$ cat src/rtl/bmp_pixel_serializer_pkg.sv
// Shared constants for the BMP pixel-array serializer/deserializer pair.
// The width helper keeps counters at least one bit wide for degenerate sizes.
package bmp_pixel_serializer_pkg;

    localparam int DEF_PIXEL_SIZE   = 24;
    localparam int DEF_CHANNEL_SIZE = 8;
    localparam int BYTES_PER_PIXEL  = 3;

    function automatic int cnt_width(input int n);
        return (n > 1) ? $clog2(n) : 1;
    endfunction

endpackage

$ cat src/rtl/bmp_pixel_serializer_row_counter.sv
// Column/row position tracker for a BMP pixel array.
// Raises row_end on the last column and frame_end on the last row.
module bmp_row_counter
    import bmp_pixel_serializer_pkg::*;
#(
    parameter int IMG_WIDTH  = 640,
    parameter int IMG_HEIGHT = 480
) (
    input  logic clk,
    input  logic reset,
    input  logic col_adv,
    input  logic row_adv,
    output logic row_end,
    output logic frame_end
);

    localparam int CW = cnt_width(IMG_WIDTH);
    localparam int RW = cnt_width(IMG_HEIGHT);

    logic [CW-1:0] col;
    logic [RW-1:0] row;

    assign row_end   = (col == CW'(IMG_WIDTH - 1));
    assign frame_end = (row == RW'(IMG_HEIGHT - 1));

    always_ff @(posedge clk or posedge reset) begin
        if (reset) begin
            col <= '0;
            row <= '0;
        end else begin
            if (col_adv)
                col <= row_end ? '0 : col + CW'(1);
            if (row_adv)
                row <= frame_end ? '0 : row + RW'(1);
        end
    end

endmodule

$ cat src/rtl/bmp_pixel_serializer.sv
// Turns a stream of 24-bit pixels into BMP pixel-array bytes, low byte first,
// zero-padding each row to a 4-byte multiple and flagging the frame's last byte.
module bmp_pixel_serializer
    import bmp_pixel_serializer_pkg::*;
#(
    parameter int IMG_WIDTH    = 640,
    parameter int IMG_HEIGHT   = 480,
    parameter int PIXEL_SIZE   = DEF_PIXEL_SIZE,
    parameter int CHANNEL_SIZE = DEF_CHANNEL_SIZE
) (
    input  logic                    clk,
    input  logic                    reset,
    input  logic                    in_valid,
    input  logic [PIXEL_SIZE-1:0]   in_pixel,
    output logic                    in_ready,
    output logic                    out_valid,
    output logic [CHANNEL_SIZE-1:0] out_byte,
    input  logic                    out_ready,
    output logic                    out_last,
    output logic                    frame_done
);

    localparam logic [1:0] S_IDLE = 2'd0;
    localparam logic [1:0] S_SEND = 2'd1;
    localparam logic [1:0] S_PAD  = 2'd2;

    localparam int         NUM_PAD  = IMG_WIDTH % 4;
    localparam bit         HAS_PAD  = (NUM_PAD != 0);
    localparam logic [1:0] PAD_LAST = HAS_PAD ? 2'(NUM_PAD - 1) : 2'd0;
    localparam logic [1:0] IDX_LAST = 2'(BYTES_PER_PIXEL - 1);

    logic [1:0]              state, state_nxt;
    logic [1:0]              idx;
    logic [1:0]              pad_cnt;
    logic [PIXEL_SIZE-1:0]   held;
    logic [CHANNEL_SIZE-1:0] held_byte;
    logic in_fire, out_fire, pix_done, pad_done;
    logic row_end, frame_end, row_adv;

    assign in_fire  = in_valid && in_ready;
    assign out_fire = out_valid && out_ready;
    assign pix_done = out_fire && (state == S_SEND) && (idx == IDX_LAST);
    assign pad_done = out_fire && (state == S_PAD) && (pad_cnt == PAD_LAST);
    // Row closes on its final byte: the last pad byte, or the last pixel byte when unpadded.
    assign row_adv  = (pix_done && row_end && !HAS_PAD) || pad_done;

    bmp_row_counter #(
        .IMG_WIDTH (IMG_WIDTH),
        .IMG_HEIGHT(IMG_HEIGHT)
    ) u_pos (
        .clk      (clk),
        .reset    (reset),
        .col_adv  (pix_done),
        .row_adv  (row_adv),
        .row_end  (row_end),
        .frame_end(frame_end)
    );

    always_ff @(posedge clk or posedge reset) begin
        if (reset) state <= S_IDLE;
        else       state <= state_nxt;
    end

    always_comb begin
        state_nxt = state;
        case (state)
            S_IDLE: if (in_fire) state_nxt = S_SEND;
            S_SEND: begin
                if (pix_done) begin
                    if (row_end && HAS_PAD) state_nxt = S_PAD;
                    else if (in_fire)       state_nxt = S_SEND;
                    else                    state_nxt = S_IDLE;
                end
            end
            S_PAD:   if (pad_done) state_nxt = S_IDLE;
            default: state_nxt = S_IDLE;
        endcase
    end

    always_comb begin
        held_byte = '0;
        case (idx)
            2'd0:    held_byte = held[0 +: CHANNEL_SIZE];
            2'd1:    held_byte = held[CHANNEL_SIZE +: CHANNEL_SIZE];
            2'd2:    held_byte = held[2*CHANNEL_SIZE +: CHANNEL_SIZE];
            default: held_byte = '0;
        endcase
    end

    always_comb begin
        in_ready  = 1'b0;
        out_valid = 1'b0;
        out_byte  = '0;
        out_last  = 1'b0;
        case (state)
            S_IDLE: in_ready = 1'b1;
            S_SEND: begin
                out_valid = 1'b1;
                out_byte  = held_byte;
                // Accept the next pixel in the same cycle its predecessor drains.
                in_ready  = out_ready && (idx == IDX_LAST) && (!row_end || !HAS_PAD);
                out_last  = (idx == IDX_LAST) && row_end && frame_end && !HAS_PAD;
            end
            S_PAD: begin
                out_valid = 1'b1;
                out_last  = (pad_cnt == PAD_LAST) && frame_end;
            end
            default: ;
        endcase
    end

    always_ff @(posedge clk or posedge reset) begin
        if (reset) begin
            held       <= '0;
            idx        <= '0;
            pad_cnt    <= '0;
            frame_done <= 1'b0;
        end else begin
            frame_done <= out_fire && out_last;
            if (in_fire) begin
                held <= in_pixel;
                idx  <= '0;
            end else if (pix_done) begin
                idx  <= '0;
            end else if (out_fire && (state == S_SEND)) begin
                idx  <= idx + 2'd1;
            end
            if (state != S_PAD || pad_done) pad_cnt <= '0;
            else if (out_fire)              pad_cnt <= pad_cnt + 2'd1;
        end
    end

endmodule

$ cat config.mk
export PLATFORM = sky130hd
export DESIGN_NAME = bmp_pixel_serializer
export DESIGN_NICKNAME = d
export VERILOG_FILES = /design/src/rtl/bmp_pixel_serializer_pkg.sv /design/src/rtl/bmp_pixel_serializer_row_counter.sv /design/src/rtl/bmp_pixel_serializer.sv
export SDC_FILE = /design/constraint.sdc
export NUM_CORES = 1
export LEC_CHECK = 0
export ABC_AREA = 1
export CAP_MARGIN = 20
export CORE_MARGIN = 5
export CORE_UTILIZATION = 35
export CTS_BUF_LIST = sky130_fd_sc_hd__clkbuf_16
export CTS_CLUSTER_SIZE = 14
export DETAILED_ROUTE_END_ITERATION = 8
export PLACE_DENSITY = 0.54
export SYNTH_ARGS = -nofsm -noshare
export SYNTH_HDL_FRONTEND = slang
export SYNTH_SLANG_ARGS = --single-unit
$ cat constraint.sdc
create_clock -name clk -period 1.8 [get_ports clk]
set_clock_uncertainty 0.05 [all_clocks]
set_input_delay 0.45 -clock clk [delete_from_list [all_inputs] [get_ports clk]]
set_output_delay 0.45 -clock clk [all_outputs]
set_load 0.1 [all_outputs]
==> impl_metrics.csv, run 1 <==
group,metric,value,unit
floorplan,initial_core_util,0.3650,
detailed_routing,avgViaCountPerCell,4.582,
yosys,ys_top_cells_by_area,"sky130_fd_sc_hd__dfrtp_1 47%, sky130_fd_sc_hd__nand2_1 22%, sky130_fd_sc_hd__nand3_1 9.6%",
min_path,holdCritPathClass,"reg2reg",
final_layout,flow.area_growth_from_synthesis,54.24,%
timing,layout_worst_path_cycle_share,1.130,
timing,tightestPinTransition,276.7,ps
yosys,synth_largest_type_area_fraction,0.4691,
floorplan,fp-row-count,30,
setup_path,worst_setup_path_end_kind,"output port",
run_status,violations,"setup timing",
pwr,comb_power_share,0.571,
final_layout,design.final.nets,454,
yosys,yosys_register_bits,47,
global_routing,via_count_of_the_first_global_routing_pass,2297,
yosys,synth.yosys.warnings,0,
pwr,internal-power,3.666,mW
setup_path,worst-endpoint-arrival,1530,ps
timing,timing.final.max_slew_violations,0,
clock_tree,cts_tree,"built",
setup_path,data_required_critical_path,1300,ps
yosys,synthesis.instances,340,
global_routing,grt_max_degree,48,
global_routing,grt_use_total,0.1575,
setup_path,worstSetupPathType,"reg2out",
detailed_routing,dr.first_iter.drc_count,82,
run_status,outcome,"finished, violations left",
detailed_routing,wire_per_inst,12.59,um
flow_run,timing.max_cap.violations,0,
final_layout,insertedDiodeCount,0,
placed_design,setup_slack_at_placement,-91.11,ps
detailed_routing,route.antenna.remaining_nets,0,
clock_tree,maximum_clock_path_buffer_count,2,
timing,fmax,491.4,MHz
pwr,vdd_drop_max,1.552,mV
yosys,synth_common_cells,"146 x sky130_fd_sc_hd__nand2_1, 48 x sky130_fd_sc_hd__nand3_1, 47 x sky130_fd_sc_hd__dfrtp_1, 29 x sky130_fd_sc_hd__inv_1, 20 x sky130_fd_sc_hd__nor2_1",
yosys,synth_cell_types,25,
global_routing,grt_remaining_overflow,0,
floorplan,die_width,94.64,um
timing,timing_hold_violations_final,0,
yosys,synth_async_sr_flop_share,1.000,
clock_tree,numCtsBuffers,5,
final_layout,fin_area,3867,sq um
detailed_routing,drt_drc_violations_left,0,
placed_design,placed_cell_area,3437,sq um
detailed_routing,drt-total-wl,6561,um
pwr,power-per-cell-area,1735,nW/um^2
pwr,power.share.switching,0.4537,
timing,setup_ws,-234.9,ps
setup_path,timing.critical_path.from_type,"register",
pwr,power_frac_seq,0.251,
clock_tree,insertion_delay,290,ps
pwr,static-leakage-power,1.928,nW
clock_tree,cts-htree-levels,2,
pwr,p_switching,3.045,mW
detailed_routing,routed-via-count,2387,
setup_path,startpoint,"idx[0]",
floorplan,die_y,94.64,um
pwr,share_clk_of_total_power,0.178,
detailed_routing,first_pass_iters,4,
yosys,yosys.area.top_type,"sky130_fd_sc_hd__dfrtp_1",
yosys,syn_area,2507,sq um
global_routing,global_route_wire_length_before_repair,11010,um
timing,finalWorstPathRequiredPeriod,2035,ps
setup_path,register_to_register_setup_slack,170,ps
global_routing,antenna_violations_before_repair,0,
timing,fin_setup_tns,-2194,ps
setup_path,setup.worst_path.end,"out_byte[7]",
floorplan,pin_count,40,
yosys,synthFlopType,"sky130_fd_sc_hd__dfrtp_1",
timing,slew_headroom,0.8141,
clock_tree,clkTransAtPathRegs,70,ps
yosys,synth_seq_area_share,0.4691,
placed_design,hpwl,4706,um
yosys,post_synth.cell_area_avg,7.375,sq um
placed_design,buffer_ports.inserted,39,
clock_tree,cts_hold_buffers,0,
floorplan,coreArea,6869,sq um
setup_path,rr_worst_depth,8,
clock_tree,cts.root.buffer_cell,"sky130_fd_sc_hd__clkbuf_16",
timing,hold_slack,422.4,ps
timing,timing.final.setup_violations,10,
placed_design,gp_congestion,0.8378,
setup_path,worstReg2RegEnd,"held[6]",
setup_path,rr_startpoint,"idx[1]",
setup_path,worst_path_maximum_fanout,4,
floorplan,die_footprint,8957,sq um
final_layout,number_of_fill_cells_in_the_layout,644,
timing,grt_setup_unrepaired,"yes",
final_layout,layout-drive-gt1-share,0.2894,
yosys,synth-edff-count,0,
yosys,synth.most_common_cell,"sky130_fd_sc_hd__nand2_1",
clock_tree,clock-sinks,47,
yosys,postSynthNetCount,370,
how the worst min path moves through the flow:
stage	from	cells after the start	slack, ps	endpoint
6_report	held[1]	2	420	held[1]
5_1_grt	held[1]	2	440	held[1]
4_1_cts	held[6]	2	430	held[6]
3_5_place_dp	held[23]	2	410	held[23]
3_3_place_gp	held[22]	2	410	held[22]
2_1_floorplan	held[0]	2	390	held[0]
per-stage QoR:
stage	std cells	utilization	power (mW)
detailed placement	499	0.5004	5.180
floorplan	340	-	3.858
finish	521	0.5630	6.712
CTS	516	0.5536	6.634
global placement	499	0.5004	5.164
global route	521	0.5630	7.079
state kept, by name, summed over array words and instances (netlist names):
name and count:
held 24, u_pos.col 10, u_pos.row 9, idx 2, frame_done 1, state 1
critical path, stage by stage (launching register included):
cell	delay, ps
sky130_fd_sc_hd__dfrtp_1	410
sky130_fd_sc_hd__inv_1	130
sky130_fd_sc_hd__nor2_4	60
sky130_fd_sc_hd__buf_4	150
sky130_fd_sc_hd__nand2_1	70
sky130_fd_sc_hd__nand3_2	80
sky130_fd_sc_hd__nand2_2	80
sky130_fd_sc_hd__clkinvlp_4	100
sky130_fd_sc_hd__buf_12	170
cells by family after synthesis:
family,count (synthesis),share of synthesized area
xor+xnor,5,0.01746
compound gates,13,0.02595
simple gates,233,0.4117
fa+ha+maj,2,0.009978
buf+inv,40,0.06586
flops,47,0.4691
area by class of cell:
class	count	area (sq um)	area share
Clock buffer	5	125.1	0.03235
Timing Repair Buffer	86	903.4	0.2336
Clock inverter	3	63.81	0.01650
Multi-Input combinational cell	253	1328	0.3433
Inverter	31	146.4	0.03785
Tap cell	96	120.1	0.03106
Sequential cell	47	1181	0.3054
timing repair:
item,in CTS,in global routing
endpoints found under the setup margin,10,10
pin swaps,7,1
buffers inserted,9,5
gates resized for setup,30,8
cloned,0,0
placed cells by master (no fill, tap or decap), drive strengths merged, types with 4 or more instances in the layout:
cell type	instances
dfrtp	47
buf	59
o21ai	10
nor3	5
clkdlybuf4s50	27
clkbuf	5
nor2	27
clkinvlp	8
inv	24
xor2	4
nand2	149
nand3	49
power by group through the flow:
stage | registers, mW | clock network (mW) | logic, mW
5_1_grt | 1.73 | 1.26 | 4.09
3_5_place_dp | 1.67 | 0 | 3.51
6_report | 1.69 | 1.19 | 3.83
3_3_place_gp | 1.67 | 0 | 3.50
4_1_cts | 1.68 | 1.23 | 3.72
2_1_floorplan | 1.63 | 0 | 2.23
layer usage:
layer	up-vias	routed length, um	GRT usage
li1	1234	-	-
met1	1116	3459	0.2295
met2	31	2831	0.2355
met3	6	184	0.02869
met4	0	85	0.05048
met5	-	0	0
No activity file was read; power rests on OpenSTA's default activity.
==> run 2: changes to the inputs <==
Settings changed: ABC_AREA 1 to 0, PLACE_DENSITY 0.54 to 0.55.
Clock period 1.8 ns to 2.4 ns, I/O delays scaled along.
==> impl_metrics.csv, run 2 <==
group,metric,value,unit
run_status,outcome,"complete, no violations",
yosys,syn_area,2290,sq um
yosys,synth_async_sr_flop_share,1.000,
yosys,synth-edff-count,0,
final_layout,largest_register_by_flop_count,"held",
placed_design,hpwl,3461,um
yosys,synth_largest_type_area_fraction,0.5137,
final_layout,largest_register_ff_count,24,
timing,slew_headroom,0.6539,
placed_design,setup_slack_at_placement,-196.4,ps
clock_tree,clkTransAtPathRegs,60,ps
detailed_routing,route.antenna.remaining_nets,0,
yosys,postSynthNetCount,233,
yosys,post_synth.cell_area_avg,11.28,sq um
final_layout,layout-drive-gt1-share,0.3191,
final_layout,insertedDiodeCount,0,
setup_path,timing.critical_path.from_type,"register",
final_layout,seq_area,1179,sq um
timing,fmax,427.7,MHz
detailed_routing,drt-total-wl,4655,um
final_layout,layout.cells.most_common,"sky130_fd_sc_hd__dfrtp_1",
setup_path,worst_setup_path_end_kind,"output port",
clock_tree,cts-htree-levels,2,
pwr,static-leakage-power,1.401,nW
clock_tree,cts_tree,"built",
timing,layout_worst_path_cycle_share,0.9743,
yosys,synthesis.instances,203,
floorplan,pin_count,40,
timing,hold_slack,444.6,ps
final_layout,finish.cell_count_without_fillers,334,
detailed_routing,wire_per_inst,13.94,um
yosys,yosys_register_bits,47,
timing,setup_ws,61.66,ps
final_layout,reg.largest.list,"held x24, u_pos.col x10, u_pos.row x9",
floorplan,fp-row-count,29,
floorplan,die_width,90.88,um
yosys,synthFlopType,"sky130_fd_sc_hd__dfrtp_1",
placed_design,gp_congestion,0.7573,
yosys,synth_common_cells,"47 x sky130_fd_sc_hd__dfrtp_1, 25 x sky130_fd_sc_hd__mux2_2, 22 x sky130_fd_sc_hd__nand2_1, 14 x sky130_fd_sc_hd__o21ai_0, 10 x sky130_fd_sc_hd__and2_1",
flow_run,timing.max_cap.violations,0,
setup_path,worst-endpoint-arrival,1690,ps
yosys,synth_cell_types,39,
clock_tree,cts_setup_buffers,0,
detailed_routing,routed-via-count,1648,
floorplan,die_y,90.88,um
detailed_routing,avgViaCountPerCell,4.934,
clock_tree,numCtsBuffers,5,
pwr,p_switching,1.914,mW
clock_tree,clock-sinks,47,
timing,grt_setup_unrepaired,"no",
timing,timing.final.max_slew_violations,0,
pwr,internal-power,2.487,mW
clock_tree,cts_hold_buffers,0,
yosys,synth_seq_area_share,0.5137,
setup_path,data_required_critical_path,1750,ps
detailed_routing,first_pass_iters,4,
yosys,yosys.area.top_type,"sky130_fd_sc_hd__dfrtp_1",
yosys,synth.yosys.warnings,0,
pwr,share_clk_of_total_power,0.154,
pwr,power-per-cell-area,1397,nW/um^2
placed_design,buffer_ports.inserted,39,
global_routing,grt_use_total,0.1206,
detailed_routing,drt_drc_violations_left,0,
timing,finalWorstPathRequiredPeriod,2338,ps
timing,timing_hold_violations_final,0,
yosys,synth.most_common_cell,"sky130_fd_sc_hd__dfrtp_1",
detailed_routing,dr.first_iter.drc_count,39,
pwr,power.share.switching,0.4349,
clock_tree,post_cts_resize_count,1,
floorplan,initial_core_util,0.3606,
min_path,holdCritPathClass,"reg2reg",
clock_tree,cts.root.buffer_cell,"sky130_fd_sc_hd__clkbuf_16",
global_routing,antenna_violations_before_repair,0,
pwr,vdd_drop_max,1.177,mV
global_routing,grt_remaining_overflow,0,
yosys,ys_top_cells_by_area,"sky130_fd_sc_hd__dfrtp_1 51%, sky130_fd_sc_hd__mux2_2 12%, sky130_fd_sc_hd__mux2i_1 3.9%",
global_routing,via_count_of_the_first_global_routing_pass,1764,
floorplan,die_footprint,8259,sq um
global_routing,grt_max_degree,25,
clock_tree,maximum_clock_path_buffer_count,2,
floorplan,coreArea,6350,sq um
timing,tightestPinTransition,515.2,ps
pwr,power_frac_seq,0.274,
pwr,comb_power_share,0.572,
final_layout,design.final.nets,286,
clock_tree,insertion_delay,280,ps
setup_path,worstSetupPathType,"reg2out",
final_layout,layout_common_cells,"45 x sky130_fd_sc_hd__dfrtp_1, 27 x sky130_fd_sc_hd__clkdlybuf4s50_1, 25 x sky130_fd_sc_hd__mux2_2",
final_layout,number_of_fill_cells_in_the_layout,558,
final_layout,multi_input_comb_area,1087,sq um
timing,timing.final.setup_violations,0,
setup_path,worst_path_maximum_fanout,4,
placed_design,place.detailed.instances,326,
global_routing,global_route_wire_length_before_repair,8211,um
final_layout,flow.area_growth_from_synthesis,37.54,%
-- run 2: worst paths after layout --
kind / startpoint / slack (ps) / depth (start not counted) / end
min in group asynchronous: reset / 580 / 2 / u_pos.row[2]
worst min register to register: u_pos.col[6] / 440 / 1 / u_pos.col[6]
max in group asynchronous: reset / 1210 / 3 / held[22]
worst min-delay path: u_pos.col[6] / 440 / 1 / u_pos.col[6]
worst max-delay path: u_pos.col[7] / 60 / 4 / out_last
worst max register to register: u_pos.col[0] / 390 / 6 / u_pos.row[8]
-- run 2: through the flow --
stage / cell area, sq um / util / total power [mW] / TNS, ps
2_1_floorplan: 2308 / - / 2.857 / 0
3_3_place_gp: 2992 / 0.4711 / 3.753 / -499.3
3_5_place_dp: 2992 / 0.4711 / 3.766 / -974.4
4_1_cts: 3142 / 0.4948 / 4.459 / 0
5_1_grt: 3149 / 0.4960 / 4.632 / 0
6_report: 3149 / 0.4960 / 4.401 / 0
-- run 2: critical path, cell delays in order (launching register included) --
cell	delay, ps
sky130_fd_sc_hd__dfrtp_1	420
sky130_fd_sc_hd__or3b_4	410
sky130_fd_sc_hd__nor3_2	150
sky130_fd_sc_hd__and4_4	260
sky130_fd_sc_hd__buf_12	170
-- run 2: logic make-up (layout without fill, tap and decap cells) --
logic type	count (synthesis)	count (layout)	share of synthesized area
buffers and inverters	12	66	0.02404
and+or+nand+nor	74	74	0.1825
AOI/OAI and AO/OA	25	25	0.07104
muxes	35	35	0.1672
DFF	47	47	0.5137
xor gates and xnor gates	8	8	0.03060
adders and majority gates	2	2	0.01093
-- run 2: layer usage --
layer / up-vias / wire (um) / GRT usage
li1: 819 / - / -
met1: 793 / 2208 / 0.1591
met2: 34 / 2165 / 0.1931
met3: 2 / 263 / 0.03917
met4: 0 / 18 / 0.02689
met5: - / 0 / 0
-- run 2: layout make-up --
type	instances	area share
inverter	3	0.003576
timing repair buffer	55	0.2002
sequential	47	0.3743
clock buffer	5	0.03973
multi-input combinational	144	0.3453
tap	77	0.03059
clock inverter	3	0.006357
-- run 2: power groups by stage --
| stage | combinational (mW) | clock, mW | sequential (mW) |
|---|---|---|---|
| 2_1_floorplan | 1.67 | 0 | 1.18 |
| 3_3_place_gp | 2.54 | 0 | 1.21 |
| 3_5_place_dp | 2.54 | 0 | 1.23 |
| 4_1_cts | 2.55 | 0.699 | 1.21 |
| 5_1_grt | 2.65 | 0.731 | 1.25 |
| 6_report | 2.52 | 0.678 | 1.20 |
==> run 3: changes to the inputs <==
Settings changed: CORE_UTILIZATION 35 to 52, PLACE_DENSITY 0.55 to 0.77.
Clock period 2.4 ns to 2.35 ns, I/O delays scaled along.
==> impl_metrics.csv, run 3 (synthesis results as in run 2) <==
group,metric,value,unit
final_layout,design.final.nets,290,
timing,layout_worst_path_cycle_share,1.007,
floorplan,die_width,76.36,um
pwr,power-per-cell-area,1427,nW/um^2
placed_design,placed_cell_area,2973,sq um
timing,hold_slack,443.8,ps
final_layout,insertedDiodeCount,0,
timing,finalWorstPathRequiredPeriod,2366,ps
setup_path,worst_setup_path_end_kind,"output port",
timing,fmax,422.6,MHz
global_routing,antenna_violations_before_repair,0,
clock_tree,insertion_delay,280,ps
timing,timing.final.setup_violations,1,
floorplan,pin_count,40,
final_layout,layout_common_cells,"46 x sky130_fd_sc_hd__dfrtp_1, 27 x sky130_fd_sc_hd__clkdlybuf4s50_1, 25 x sky130_fd_sc_hd__mux2_2",
pwr,power.share.switching,0.4399,
timing,setup_ws,-16.29,ps
clock_tree,clkTransAtPathRegs,60,ps
pwr,share_clk_of_total_power,0.148,
setup_path,worst-endpoint-arrival,1730,ps
pwr,comb_power_share,0.581,
floorplan,coreArea,4324,sq um
setup_path,data_required_critical_path,1710,ps
min_path,min_delay_worst_endpoint,"u_pos.col[6]",
timing,slew_headroom,0.6828,
flow_run,timing.max_cap.violations,0,
pwr,vdd_drop_max,1.950,mV
final_layout,finish.cell_count_without_fillers,313,
pwr,internal-power,2.529,mW
run_status,outcome,"finished, violations left",
detailed_routing,routed-via-count,1715,
pwr,power_frac_seq,0.271,
setup_path,rr_startpoint,"u_pos.col[7]",
placed_design,gp_congestion,0.7840,
min_path,holdCritPathClass,"reg2reg",
timing,tightestPinTransition,471.5,ps
global_routing,grt_remaining_overflow,0,
final_layout,fin_area,3164,sq um
floorplan,initial_core_util,0.5295,
timing,timing_hold_violations_final,0,
final_layout,largest_register_ff_count,24,
final_layout,layout-drive-gt1-share,0.3295,
detailed_routing,drt-total-wl,4985,um
floorplan,fp-row-count,24,
timing,grt_setup_unrepaired,"yes",
setup_path,worst_path_maximum_fanout,3,
global_routing,via_count_of_the_first_global_routing_pass,1795,
setup_path,register_to_register_setup_slack,260,ps
setup_path,rr_worst_depth,5,
pwr,static-leakage-power,1.443,nW
detailed_routing,dr.first_iter.drc_count,171,
clock_tree,cts-htree-levels,2,
final_layout,largest_register_by_flop_count,"held",
run_status,violations,"setup timing",
detailed_routing,route.antenna.remaining_nets,0,
detailed_routing,first_pass_iters,4,
setup_path,timing.critical_path.from_type,"register",
global_routing,global_route_wire_length_before_repair,8666,um
clock_tree,cts_tree,"built",
floorplan,die_y,76.36,um
clock_tree,clock-sinks,47,
clock_tree,cts.root.buffer_cell,"sky130_fd_sc_hd__clkbuf_16",
global_routing,grt_use_total,0.1810,
setup_path,worstReg2RegEnd,"u_pos.row[8]",
detailed_routing,drt_drc_violations_left,0,
final_layout,layout.cells.most_common,"sky130_fd_sc_hd__dfrtp_1",
global_routing,grt_max_degree,25,
setup_path,worstSetupPathType,"reg2out",
placed_design,place.detailed.instances,301,
timing,timing.final.max_slew_violations,0,
floorplan,die_footprint,5830,sq um
min_path,worstHoldStart,"u_pos.col[6]",
final_layout,flow.area_growth_from_synthesis,38.20,%
pwr,p_switching,1.986,mW
clock_tree,maximum_clock_path_buffer_count,2,
placed_design,hpwl,3454,um
clock_tree,numCtsBuffers,5,
min_path,hold-path-cell-count,1,
detailed_routing,wire_per_inst,15.93,um
detailed_routing,avgViaCountPerCell,5.479,
placed_design,buffer_ports.inserted,39,
final_layout,reg.largest.list,"held x24, u_pos.col x10, u_pos.row x9",
-- run 3: timing repair --
item	in CTS	in global routing
pin swaps	0	2
resized for setup	5	2
buffers inserted	1	3
hold buffers	0	0
setup endpoints to repair	1	7
-- run 3: worst max path at each step --
stage,startpoint,endpoint,slack [ps],depth (start not counted)
floorplan,state[0],u_pos.row[8],40,5
global placement,out_ready,u_pos.row[8],-70,5
detailed placement,out_ready,u_pos.row[8],-100,5
CTS,u_pos.col[8],out_last,2,4
global route,u_pos.row[0],out_last,-70,5
finish,u_pos.row[0],out_last,-20,5
-- run 3: metrics by stage --
step                      setup slack (ps)  power, mW  setup TNS [ps]  utilization
after floorplan                      42.06      2.918               0            -
after global placement              -69.63      3.796          -123.8       0.6875
after detailed placement            -95.35      3.849          -231.8       0.6875
after CTS                            1.627      4.540               0       0.7254
after global routing                -70.13      4.717          -70.13       0.7318
final                               -16.29      4.516          -16.29       0.7318
-- run 3: layer usage --
metal  global-route usage  part of all wire
met1               0.2216              0.42
met4              0.04720            0.0080
met5                    0                 0
met3              0.04846             0.048
met2               0.3142              0.52
-- run 3: worst max-delay path: stages, from the launching register on --
cell and delay (ps):
sky130_fd_sc_hd__dfrtp_1 390, sky130_fd_sc_hd__ha_2 210, sky130_fd_sc_hd__nand4_1 120, sky130_fd_sc_hd__nor3_2 260
sky130_fd_sc_hd__and4_4 290, sky130_fd_sc_hd__buf_12 170
-- run 3: power groups by stage --
stage               registers [mW]  logic, mW  clock network (mW)
floorplan                     1.21       1.71                   0
finish                        1.22       2.62               0.668
CTS                           1.22       2.64               0.680
global placement              1.21       2.58                   0
global route                  1.26       2.75               0.710
detailed placement            1.23       2.62                   0
-- run 3: cell type report --
cell class                 count  area (sq um)
clock buffer                   5         125.1
multi-input combinational    144          1101
fill                         304          1160
inverter                       3         11.26
sequential                    47          1177
tap                           52         65.06
timing repair buffer          59         673.1
clock inverter                 3         11.26
